`config.mk`:
```
export PLATFORM = sky130hd
export DESIGN_NAME = instruction_decode_stage
export DESIGN_NICKNAME = d
export VERILOG_FILES = /design/src/rtl/instruction_decode_stage.sv
export SDC_FILE = /design/constraint.sdc
export NUM_CORES = 1
export LEC_CHECK = 0
export CAP_MARGIN = 30
export CORE_ASPECT_RATIO = 1.4
export CORE_UTILIZATION = 52
export DETAILED_ROUTE_END_ITERATION = 8
export PLACE_DENSITY = 0.85
export RECOVER_POWER = 100
export SLEW_MARGIN = 20
export SYNTH_ARGS = -nofsm -noshare
export SYNTH_HDL_FRONTEND = slang
export SYNTH_SLANG_ARGS = --single-unit
```
`constraint.sdc`:
```
create_clock -name clk -period 7.5 [get_ports clk]
set_clock_uncertainty 0.1 [all_clocks]
set_input_delay 1.5 -clock clk [delete_from_list [all_inputs] [get_ports clk]]
set_output_delay 1.5 -clock clk [all_outputs]
set_load 0.01 [all_outputs]
```
`src/rtl/instruction_decode_stage.sv`:
```
// RV32I(+M) instruction decode stage with a 2-entry skid buffer.
// Ports: clk/rst, flush, in_* valid/ready word input, out_* decoded record, invalid_count.
module instruction_decode_stage #(
  parameter int ADDR_WIDTH  = 32,
  parameter int ENABLE_M    = 0,
  parameter int COUNT_WIDTH = 8
) (
  input  logic                   clk,
  input  logic                   rst,
  input  logic                   flush,
  input  logic                   in_valid,
  output logic                   in_ready,
  input  logic [31:0]            in_instruction,
  input  logic [ADDR_WIDTH-1:0]  in_pc,
  output logic                   out_valid,
  input  logic                   out_ready,
  output logic [ADDR_WIDTH-1:0]  out_pc,
  output logic [4:0]             out_rd,
  output logic [4:0]             out_rs1,
  output logic [4:0]             out_rs2,
  output logic [2:0]             out_funct3,
  output logic [6:0]             out_funct7,
  output logic [31:0]            out_immediate,
  output logic [3:0]             out_class,
  output logic                   out_invalid,
  output logic [COUNT_WIDTH-1:0] invalid_count
);

  localparam logic [3:0] CL_NONE   = 4'd0;
  localparam logic [3:0] CL_LUI    = 4'd1;
  localparam logic [3:0] CL_AUIPC  = 4'd2;
  localparam logic [3:0] CL_JAL    = 4'd3;
  localparam logic [3:0] CL_JALR   = 4'd4;
  localparam logic [3:0] CL_BRANCH = 4'd5;
  localparam logic [3:0] CL_LOAD   = 4'd6;
  localparam logic [3:0] CL_STORE  = 4'd7;
  localparam logic [3:0] CL_ALUIMM = 4'd8;
  localparam logic [3:0] CL_ALU    = 4'd9;
  localparam logic [3:0] CL_FENCE  = 4'd10;
  localparam logic [3:0] CL_CSR    = 4'd11;
  localparam logic [3:0] CL_ECALL  = 4'd12;
  localparam logic [3:0] CL_EBREAK = 4'd13;
  localparam logic [3:0] CL_MRET   = 4'd14;
  localparam logic [3:0] CL_MULDIV = 4'd15;

  typedef struct packed {
    logic [ADDR_WIDTH-1:0] pc;
    logic [4:0]            rd;
    logic [4:0]            rs1;
    logic [4:0]            rs2;
    logic [2:0]            funct3;
    logic [6:0]            funct7;
    logic [31:0]           imm;
    logic [3:0]            cls;
    logic                  invalid;
  } rec_t;

  rec_t dec;
  rec_t outReg;
  rec_t skidReg;
  logic outValid;
  logic skidValid;
  logic accept;
  logic [COUNT_WIDTH-1:0] invCount;

  logic [31:0] ins;
  logic [6:0]  op;
  logic [2:0]  f3;
  logic [6:0]  f7;
  logic [24:0] sysField;
  logic [3:0]  cls;
  logic [31:0] imm;
  logic        isI;

  assign ins      = in_instruction;
  assign op       = ins[6:0];
  assign f3       = ins[14:12];
  assign f7       = ins[31:25];
  assign sysField = ins[31:7];

  always_comb begin
    cls = CL_NONE;
    if (ins[1:0] == 2'b11) begin
      case (op)
        7'b0110111: cls = CL_LUI;
        7'b0010111: cls = CL_AUIPC;
        7'b1101111: cls = CL_JAL;
        7'b1100111: if (f3 == 3'b000) cls = CL_JALR;
        7'b1100011: begin
          if (f3 != 3'b010 && f3 != 3'b011) cls = CL_BRANCH;
        end
        7'b0000011: begin
          if (f3 != 3'b011 && f3 != 3'b110 && f3 != 3'b111)
            cls = CL_LOAD;
        end
        7'b0100011: if (f3 <= 3'b010) cls = CL_STORE;
        7'b0010011: begin
          // shifts carry funct7 in the immediate field
          if (f3 == 3'b001) begin
            if (f7 == 7'b0000000) cls = CL_ALUIMM;
          end else if (f3 == 3'b101) begin
            if (f7 == 7'b0000000 || f7 == 7'b0100000)
              cls = CL_ALUIMM;
          end else begin
            cls = CL_ALUIMM;
          end
        end
        7'b0110011: begin
          if (f7 == 7'b0000000)
            cls = CL_ALU;
          else if (f7 == 7'b0100000 &&
                   (f3 == 3'b000 || f3 == 3'b101))
            cls = CL_ALU;
          else if (f7 == 7'b0000001 && ENABLE_M != 0)
            cls = CL_MULDIV;
        end
        7'b0001111: if (f3 == 3'b000) cls = CL_FENCE;
        7'b1110011: begin
          if (f3 != 3'b000 && f3 != 3'b100)
            cls = CL_CSR;
          else if (f3 == 3'b000) begin
            if (sysField == 25'h0000000) cls = CL_ECALL;
            else if (sysField == 25'h0002000) cls = CL_EBREAK;
            else if (sysField == 25'h0604000) cls = CL_MRET;
          end
        end
        default: cls = CL_NONE;
      endcase
    end
  end

  assign isI = (cls == CL_JALR) || (cls == CL_LOAD) ||
               (cls == CL_ALUIMM);

  always_comb begin
    imm = '0;
    unique case (1'b1)
      isI:
        imm = {{20{ins[31]}}, ins[31:20]};
      cls == CL_STORE:
        imm = {{20{ins[31]}}, ins[31:25], ins[11:7]};
      cls == CL_BRANCH:
        imm = {{19{ins[31]}}, ins[31], ins[7],
               ins[30:25], ins[11:8], 1'b0};
      cls == CL_LUI, cls == CL_AUIPC:
        imm = {ins[31:12], 12'b0};
      cls == CL_JAL:
        imm = {{11{ins[31]}}, ins[31], ins[19:12],
               ins[20], ins[30:21], 1'b0};
      cls == CL_CSR:
        imm = {27'b0, ins[19:15]};
      default:
        imm = '0;
    endcase
  end

  always_comb begin
    dec         = '0;
    dec.pc      = in_pc;
    dec.rd      = ins[11:7];
    dec.rs1     = ins[19:15];
    dec.rs2     = ins[24:20];
    dec.funct3  = f3;
    dec.funct7  = f7;
    dec.imm     = imm;
    dec.cls     = cls;
    dec.invalid = (cls == CL_NONE);
  end

  assign in_ready = !skidValid;
  assign accept   = in_valid && !skidValid && !flush;

  always_ff @(posedge clk or posedge rst) begin
    if (rst) begin
      outValid  <= 1'b0;
      skidValid <= 1'b0;
      outReg    <= '0;
      skidReg   <= '0;
    end else if (flush) begin
      outValid  <= 1'b0;
      skidValid <= 1'b0;
    end else if (!outValid || out_ready) begin
      if (skidValid) begin
        outReg    <= skidReg;
        outValid  <= 1'b1;
        skidValid <= 1'b0;
        skidReg   <= '0;
      end else if (accept) begin
        outReg   <= dec;
        outValid <= 1'b1;
      end else begin
        outValid <= 1'b0;
      end
    end else if (accept) begin
      skidReg   <= dec;
      skidValid <= 1'b1;
    end
  end

  always_ff @(posedge clk or posedge rst) begin
    if (rst) begin
      invCount <= '0;
    end else if (outValid && out_ready && outReg.invalid &&
                 invCount != {COUNT_WIDTH{1'b1}}) begin
      invCount <= invCount + COUNT_WIDTH'(1);
    end
  end

  assign out_valid     = outValid;
  assign out_pc        = outReg.pc;
  assign out_rd        = outReg.rd;
  assign out_rs1       = outReg.rs1;
  assign out_rs2       = outReg.rs2;
  assign out_funct3    = outReg.funct3;
  assign out_funct7    = outReg.funct7;
  assign out_immediate = outReg.imm;
  assign out_class     = outReg.cls;
  assign out_invalid   = outReg.invalid;
  assign invalid_count = invCount;

endmodule

```
; ---- Word-level counts from Yosys, hierarchy flattened
; Index checks and enable logic that the tools add are counted.
[classes]
add_sub_neg = 1
magnitude_cmp = 1
n_eq_ne = 33
muxes = 30
bitwise_logic = 1
n_reduce_logical = 30
[ops]
columns = operator, n
row1 = 2-to-1 mux 94 bit, 4
row2 = one-hot mux 32 bit (6 select lines), 1
row3 = 2-to-1 mux 4 bit, 13
row4 = one-hot mux 4 bit (11 select lines), 1
row5 = "equality test 7 x 6 -> 1 bit, second input constant", 4
row6 = "equality test 7 bit, second input constant", 4
row7 = "equality test 25 x 14 -> 1 bit, second input constant", 1
row8 = "equality test 25 x 23 -> 1 bit, second input constant", 1
row9 = logical NOT 25 bit, 1
row10 = "equality test 4 x 3 -> 1 bit, second input constant", 4
row11 = "equality test 7 x 5 -> 1 bit, second input constant", 2
row12 = 2-to-1 mux 3 bit, 4
row13 = logical AND 1 bit, 10
row14 = "!= test 3 bit, second input constant", 3
row15 = "adder 8 x 1 -> 8 bit, second input constant", 1
row16 = "equality test 4 x 2 -> 1 bit, second input constant", 2
row17 = "equality test 4 bit, second input constant", 2
row18 = "!= test 8 bit, second input constant", 1
row19 = "equality test 7 x 2 -> 1 bit, second input constant", 1
row20 = "equality test 7 x 4 -> 1 bit, second input constant", 1
row21 = logical NOT 7 bit, 1
row22 = 2-to-1 mux 1 bit, 7
row23 = "!= test 3 x 2 -> 1 bit, second input constant", 2
row24 = AND reduction 3 bit, 2
row25 = 14 further kinds, 23
[word_totals]
reg_bits = 198
in_bits = 69
elab_cells = 117

; ---- Logic depth before layout (Yosys ltp)
; Gate-level depths: netlist (run 1).
[depth]
word_depth = 14
mapped_depth = 11
depth_no_buf = 7

; ---- Least setup slack after synthesis (run 1)
; No wires, ideal clock.
[synth_path]
kind = input -> register
startpoint = input port in_instruction[12]
endpoint = register skidReg[25] in the netlist's numbering
arrival_time_ns = 3.391
t_required_ns = 7.274
setup_slack_ns = 3.883
stages = 9
path_buffers = 2
path_cell_list = clkbuf_1 -> nor2_1 -> a211oi_1 -> nand3_1 -> o221a_2 -> xnor2_2 -> and3_1 -> buf_6 -> a221o_1
[synth_via]
elab_chain_cells = 14
[synth_lines]
columns = item, line
row1 = "start, declared", 13  ; input logic [31:0] in_instruction,
row2 = equality test 25 x 23 -> 1 bit, 124  ; else if (sysField == 25'h0604000) cls = CL_MRET;
row3 = 2-to-1 mux 4 bit, 124
row4 = 2-to-1 mux 4 bit, 123  ; else if (sysField == 25'h0002000) cls = CL_EBREAK;
row5 = 2-to-1 mux 4 bit, 122  ; if (sysField == 25'h0000000) cls = CL_ECALL;
row6 = 2-to-1 mux 4 bit, 121  ; else if (f3 == 3'b000) begin
row7 = 2-to-1 mux 4 bit, 119  ; if (f3 != 3'b000 && f3 != 3'b100)
row8 = one-hot mux 4 bit (11 select lines) *, 84  ; case (op)
row9 = 2-to-1 mux 4 bit *, 83  ; if (ins[1:0] == 2'b11) begin
row10 = equality test 4 x 3 -> 1 bit, 132  ; assign isI = (cls == CL_JALR) || (cls == CL_LOAD) ||
row11 = logical OR 1 bit (2 in series), 132
row12 = one-hot mux 32 bit (6 select lines) *, 137  ; unique case (1'b1)
row13 = 2-to-1 mux 94 bit *, 194  ; end else if (accept) begin
row14 = 2-to-1 mux 94 bit *, 182  ; end else if (!outValid || out_ready) begin
row15 = "end signal, assigned", 178  ; skidReg <= '0;
row16 = "end signal, assigned", 187  ; skidReg <= '0;
row17 = "end signal, assigned", 195  ; skidReg <= dec;
row18 = "end, declared", 60  ; rec_t skidReg;
; Every way passes the cells marked *; elsewhere a longest branch is shown, timed or not. The select of a mux whose other input is x is not followed.
; A chain may end at the register's enable or synchronous reset.

; ---- Worst setup path in the final report (run 1)
[layout_path]
startpoint = input port in_instruction[2]
endpoint = register skidReg[18] in the netlist's numbering
[layout_via]
elab_chain_cells = 9
[layout_lines]
columns = item, line
row1 = equality test 7 bit (tied with other cells), 84
row2 = one-hot mux 4 bit (11 select lines) *, 84
row3 = 2-to-1 mux 4 bit *, 83
row4 = equality test 4 x 3 -> 1 bit, 132
row5 = logical OR 1 bit (2 in series), 132
row6 = one-hot mux 32 bit (6 select lines) *, 137
row7 = 2-to-1 mux 94 bit *, 194
row8 = 2-to-1 mux 94 bit *, 182
; Marks and branches as above.

==> summary.txt, run 1 <==
Pin count of the biggest net entering global routing: 135
Die H: 158 um
Fill count: 1279
Hold Crit Class: flop to flop
Clock slew seen by the registers of the worst setup and hold paths: 0.07 ns
Failing checks: max-capacitance violations, max-slew violations
Sequential Power Share: 46.8%
Pre-antenna DRT Iters: 9
Drt initial violations: 967
CTS tree: yes
Port Buffer Count: 172
RSZ-0062 raised after global routing: no
Hold_sp: out_pc[15]$_DFFE_PP0P_
Final period util: 73.2%
DRC: 0
Setup TNS Final: 0 ns
Die Span X: 113 um
Post_cts resized: 0
First-pass GRT wire length: 38600 um
Switching pwr: 0.000771 W
Ys async rst share: 100%
CTS sink count: 198
Critical Path RT: 7.74 ns
Clock root buffer: clkbuf_16
F_max: 0.182 GHz
Initial antenna violation count: 0
Row cnt: 56
Logic pwr share: 18.2%
Clock network fraction of design power: 35.0%
Initial Util: 53.4%
Antenna-violating nets left: 0
Yosys top cell by area: dfrtp_1
Internal: 0.00198 W
Hold EP: out_pc[15]$_DFFE_PP0P_
TritonCTS buffer count: 17
Layout Nets: 1127
Share of cells above drive strength 1: 4.68%
Vias in the first global route: 7275
I/O pin count: 173
Power density over the cells: 240 nW/um^2
Critical path class: input pin to flop
YS warnings: 0
Peak supply drop: 0.191 mV
Share of the synthesized area in the top cell type: 55.0%
Synth Instances: 927
Relative slew slack: -35.2%
R2R cell count: 8
Detail Placement HPWL: 16000 um
Critical Path Sink Type: flop
Core Region: 16900 um^2
Largest cells by area after synthesis: dfrtp_1 55%, nand2_1 7.4%, o21ai_0 7.3%
H-tree levels: 4
Final Hold Viols: 0
Post-synthesis cell area: 9010 um^2
Reg2reg end: skidReg[21]$_DFFE_PP0P_
Final slew viol count: 249
Worst R2R Start: skidValid$_DFFE_PP0P_
R2R setup slack: 2.34 ns
WL final: 24600 um
Gr ovfl total: 0
Post-place setup slack: 2.38 ns
Placed instance area: 10800 um^2
Final setup fails: 0
Clk_lat worst skew: 0.43 ns
Worst setup margin: 2.01 ns
Leakage: 4.92 nW
Crit path launch type: input pin
Total GRT Usage: 28.0%
Crit path time final: 5.49 ns
CP Launch Point: in_instruction[2]
Vias/cell: 5.98
Avg WL per Cell: 18.9 um
Number of flops mapped to enable cells by yosys: 0
Maxcap violations: 5
Layout area overhead: 27.1%
WHS Path Cells: 2
Fin area: 11500 um^2
Synth cell types: 58
Worst slew pin tran: 2.03 ns
DIE AREA: 17900 um^2
Placer Congestion: 0.913
Avg Inst Size Synth: 9.72 um^2
Diodes inserted: 0
Switching part of the total power: 28.0%
Status: finished, violations left
Mapped Nets: 997
Hold Buf Count CTS: 0
Total setup buffers inserted after CTS: 0
CP arrival: 5.74 ns
Max clock buf depth: 2
CP max FO: 16
Total number of vias: 7771
Top_reg_cell synth: dfrtp_1
Register area share after synthesis: 55.0%
Flops & latches, synth: 198
==> how the worst max path moves through the flow <==
stage	end	slack [ns]	cells after the start
global placement	out_immediate[29]$_DFFE_PP0P_	2.44	8
global route	out_immediate[13]$_DFFE_PP0P_	1.68	8
finish	skidReg[18]$_DFFE_PP0P_	2.01	8
floorplan	invalid_count[0]$_DFFE_PP0P_	0.50	1
CTS	out_immediate[25]$_DFFE_PP0P_	2.84	8
detailed placement	out_immediate[27]$_DFFE_PP0P_	2.38	8
==> cells in the mapped netlist, drive strengths merged, types with 3 or more instances <==
| master | n |
|---|---|
| a211oi | 3 |
| a21oi | 57 |
| a221o | 11 |
| a221oi | 13 |
| a222oi | 4 |
| a22o | 26 |
| a31oi | 4 |
| and3 | 5 |
| and4 | 3 |
| buf | 19 |
| clkbuf | 54 |
| dfrtp | 198 |
| inv | 12 |
| mux2i | 54 |
| nand2 | 177 |
| nand2b | 6 |
| nand3 | 16 |
| nand4 | 6 |
| nor2 | 41 |
| nor2b | 11 |
| nor3 | 12 |
| nor4 | 5 |
| o21ai | 133 |
| or3 | 20 |
| xnor2 | 6 |
| xor2 | 3 |
==> power groups by stage <==
stage | Clock (W) | Sequential [W] | Combinational [W]
floorplan | 0 | 0.00134 | 0.000199
global placement | 0 | 0.00130 | 0.000515
detailed placement | 0 | 0.00131 | 0.000529
CTS | 0.000969 | 0.00129 | 0.000534
global route | 0.00101 | 0.00130 | 0.000549
finish | 0.000962 | 0.00129 | 0.000500
==> layout by cell type (no fill, tap or decap), types with 13 or more instances in the layout <==
cell             count
nand2_1            177
a22o_1              26
a221oi_1            13
a21oi_1             57
or3_1               20
dfrtp_1            198
o21ai_0            133
nor2_1              41
mux2i_1             54
clkbuf_16           17
dlygate4sd3_1      106
clkdlybuf4s50_1     66
nand3_1             16
==> sequential cells by signal, indices dropped and copies added, names as in the netlist, 5 cells and up <==
signal / flops
out_rs2: 5
invalid_count: 8
out_rd: 5
out_funct7: 7
skidReg: 94
out_immediate: 32
out_rs1: 5
out_pc: 32
==> critical path, stage by stage <==
cell	delay [ns]
dlygate4sd3_1	0.61
nand4bb_1	0.57
nor3_1	0.79
a41oi_1	0.10
o221a_2	0.21
xnor2_1	0.94
a21oi_1	0.67
o21ai_0	0.34
==> layer usage <==
metal	up-vias	global-route usage, %	wire length [um]
li1	3547	-	-
met1	3809	37.6	10100
met2	354	44.6	12100
met3	61	4.33	1480
met4	0	13.9	934
met5	-	0	0
==> through the flow <==
stage | util (%) | total power [W] | hold WS, ns | std cells
2_1_floorplan | - | 0.00154 | 0.342 | 927
3_3_place_gp | 64.1 | 0.00182 | 0.355 | 1267
3_5_place_dp | 64.2 | 0.00184 | 0.368 | 1268
4_1_cts | 67.9 | 0.00280 | 0.384 | 1298
5_1_grt | 67.8 | 0.00286 | 0.397 | 1300
6_report | 67.8 | 0.00275 | 0.372 | 1300
==> cells by family after synthesis <==
logic type,count (synthesis),share of synthesized area [%]
adder cells (fa/ha/maj),1,0.139
flip-flops,198,55.0
buffers and inverters,85,3.82
XOR/XNOR,9,0.958
multiplexers,55,6.12
AND/OR/NAND/NOR,312,15.8
AO/OA/AOI/OAI,267,18.2
==> layout make-up <==
| type | instances | area [um^2] | area share (%) |
|---|---|---|---|
| clock buffer | 17 | 425 | 3.71 |
| clock inverter | 13 | 191 | 1.67 |
| timing repair buffer | 184 | 1850 | 16.2 |
| multi-input combinational | 644 | 3700 | 32.3 |
| sequential | 198 | 4950 | 43.3 |
| tap | 232 | 290 | 2.53 |
| inverter | 12 | 46.3 | 0.404 |
Power figures use the tool's default switching activity.
==> run 2: changes to the inputs <==
--- a/config.mk
+++ b/config.mk
@@ -7,9 +7,9 @@
 export LEC_CHECK = 0
 export CAP_MARGIN = 30
 export CORE_ASPECT_RATIO = 1.4
-export CORE_UTILIZATION = 52
+export CORE_UTILIZATION = 47
 export DETAILED_ROUTE_END_ITERATION = 8
-export PLACE_DENSITY = 0.85
+export PLACE_DENSITY = 0.81
 export RECOVER_POWER = 100
 export SLEW_MARGIN = 20
 export SYNTH_ARGS = -nofsm -noshare
==> constraint.sdc (replaced) <==
create_clock -name clk -period 4.9 [get_ports clk]
set_clock_uncertainty 0.1 [all_clocks]
set_input_delay 0.98 -clock clk [delete_from_list [all_inputs] [get_ports clk]]
set_output_delay 0.98 -clock clk [all_outputs]
set_load 0.01 [all_outputs]
==> summary.txt, run 2 (synthesis gave the netlist of run 1 again) <==
RSZ-0062 raised after global routing: no
Commonest non-fill, non-tap cell in the layout: dfrtp_1
Initial antenna violation count: 0
Critical Path RT: 5.17 ns
Crit path launch type: input pin
Detail Placement HPWL: 16300 um
H-tree levels: 4
Commonest non-fill, non-tap cells in the layout: 197 x dfrtp_1, 177 x nand2_1, 132 x o21ai_0, 107 x dlygate4sd3_1, 65 x clkdlybuf4s50_1
DIE AREA: 19700 um^2
Non-filler instance count after layout: 1321
Final slew viol count: 259
Max clock buf depth: 2
Die H: 166 um
Initial Util: 48.3%
Post_cts resized: 0
Final Hold Viols: 0
Post-place setup slack: 0.646 ns
Critical path class: input pin to flop
Antenna-violating nets left: 0
CP Launch Point: out_ready
Core Region: 18700 um^2
Hold Crit Class: flop to flop
TritonCTS buffer count: 17
Final setup fails: 0
Worst slew pin tran: 1.96 ns
First-pass GRT wire length: 38200 um
Final period util: 85.5%
Clock slew seen by the registers of the worst setup and hold paths: 0.07 ns
WL final: 23600 um
Maxcap violations: 4
Total setup buffers inserted after CTS: 0
Vias in the first global route: 7353
Placed Cells: 1289
Vias/cell: 5.73
CTS sink count: 198
Failing checks: max-capacitance violations, max-slew violations
Hold_sp: out_pc[24]$_DFFE_PP0P_
Power density over the cells: 357 nW/um^2
Status: finished, violations left
Hold Buf Count CTS: 0
Diodes inserted: 0
CP max FO: 52
Port Buffer Count: 172
Total number of vias: 7563
Relative slew slack: -30.8%
Final Power: 0.00408 W
Biggest register: skidReg
Worst R2R Start: skidValid$_DFFE_PP0P_
Avg WL per Cell: 17.9 um
Row cnt: 59
Gr ovfl total: 0
F_max: 0.239 GHz
Share of cells above drive strength 1: 5.48%
Drt initial violations: 652
Worst setup margin: 0.711 ns
Crit path time final: 4.19 ns
Layout area overhead: 26.9%
Placer Congestion: 0.904
Total GRT Usage: 24.5%
Setup TNS Final: 0 ns
DRC: 0
Pin count of the biggest net entering global routing: 77
Leakage: 4.92 nW
CP arrival: 4.45 ns
Max FFs per register: 94
Layout Nets: 1134
Clock root buffer: clkbuf_16
Peak supply drop: 0.219 mV
Critical Path Sink Type: flop
Die Span X: 119 um
Clk_lat worst skew: 0.43 ns
I/O pin count: 173
CTS tree: yes
Pre-antenna DRT Iters: 5
==> run 2: cell types whose count changed in the layout (fill, tap and decap cells not counted), moves of 2 or more <==
cell / before / now
buf_16: 2 / 0
buf_4: 5 / 12
bufinv_16: 3 / 0
clkbuf_2: 2 / 5
==> run 2: per-stage QoR <==
step	instance area [um^2]	hold WS (ns)	utilization [%]
6_report	11400	0.371	61.2
5_1_grt	11400	0.394	61.2
4_1_cts	11500	0.380	61.7
3_5_place_dp	10900	0.363	58.6
3_3_place_gp	10900	0.359	58.6
2_1_floorplan	9020	0.342	-
==> run 2: routing by layer <==
metal / global-route usage, % / wire length [um]
met5: 0 / 0
met4: 11.1 / 761
met3: 3.85 / 1280
met2: 40.8 / 11800
met1: 31.3 / 9790
==> run 2: worst paths after layout <==
check,end,cells past startpoint,slack (ns)
worst max-delay path,skidReg[27]$_DFFE_PP0P_,7,0.71
worst min-delay path,out_pc[24]$_DFFE_PP0P_,2,0.37
worst max register to register,out_pc[6]$_DFFE_PP0P_,4,1.19
worst min register to register,out_pc[24]$_DFFE_PP0P_,2,0.37
max in group asynchronous,skidValid$_DFFE_PP0P_,3,1.05
min in group asynchronous,out_funct7[4]$_DFFE_PP0P_,2,1.12
==> run 2: layout make-up <==
type                    instances  area (um^2)
clock buffers                  19          443
clock inverters                13          138
fillers                      1536         7240
inverters                      12         46.3
multi-input cells             644         3700
flip-flops and latches        198         4960
well taps                     244          305
repair buffers                191         1840
==> run 2: critical path, cell delays in order <==
cell and delay (ns):
dlygate4sd3_1 0.59, nand2b_1 0.25, nand2_1 0.09, o21ai_0 0.09
nand2b_1 1.34, clkbuf_2 0.80, a221o_1 0.27
==> run 2: where the power goes <==
| part | total (W) | internal, W | switching [W] |
|---|---|---|---|
| Combinational | 0.000749 | 0.000365 | 0.000384 |
| Sequential | 0.00197 | 0.00184 | 0.000126 |
| Clock | 0.00136 | 0.000694 | 0.000669 |
| Total | 0.00408 | 0.00290 | 0.00118 |
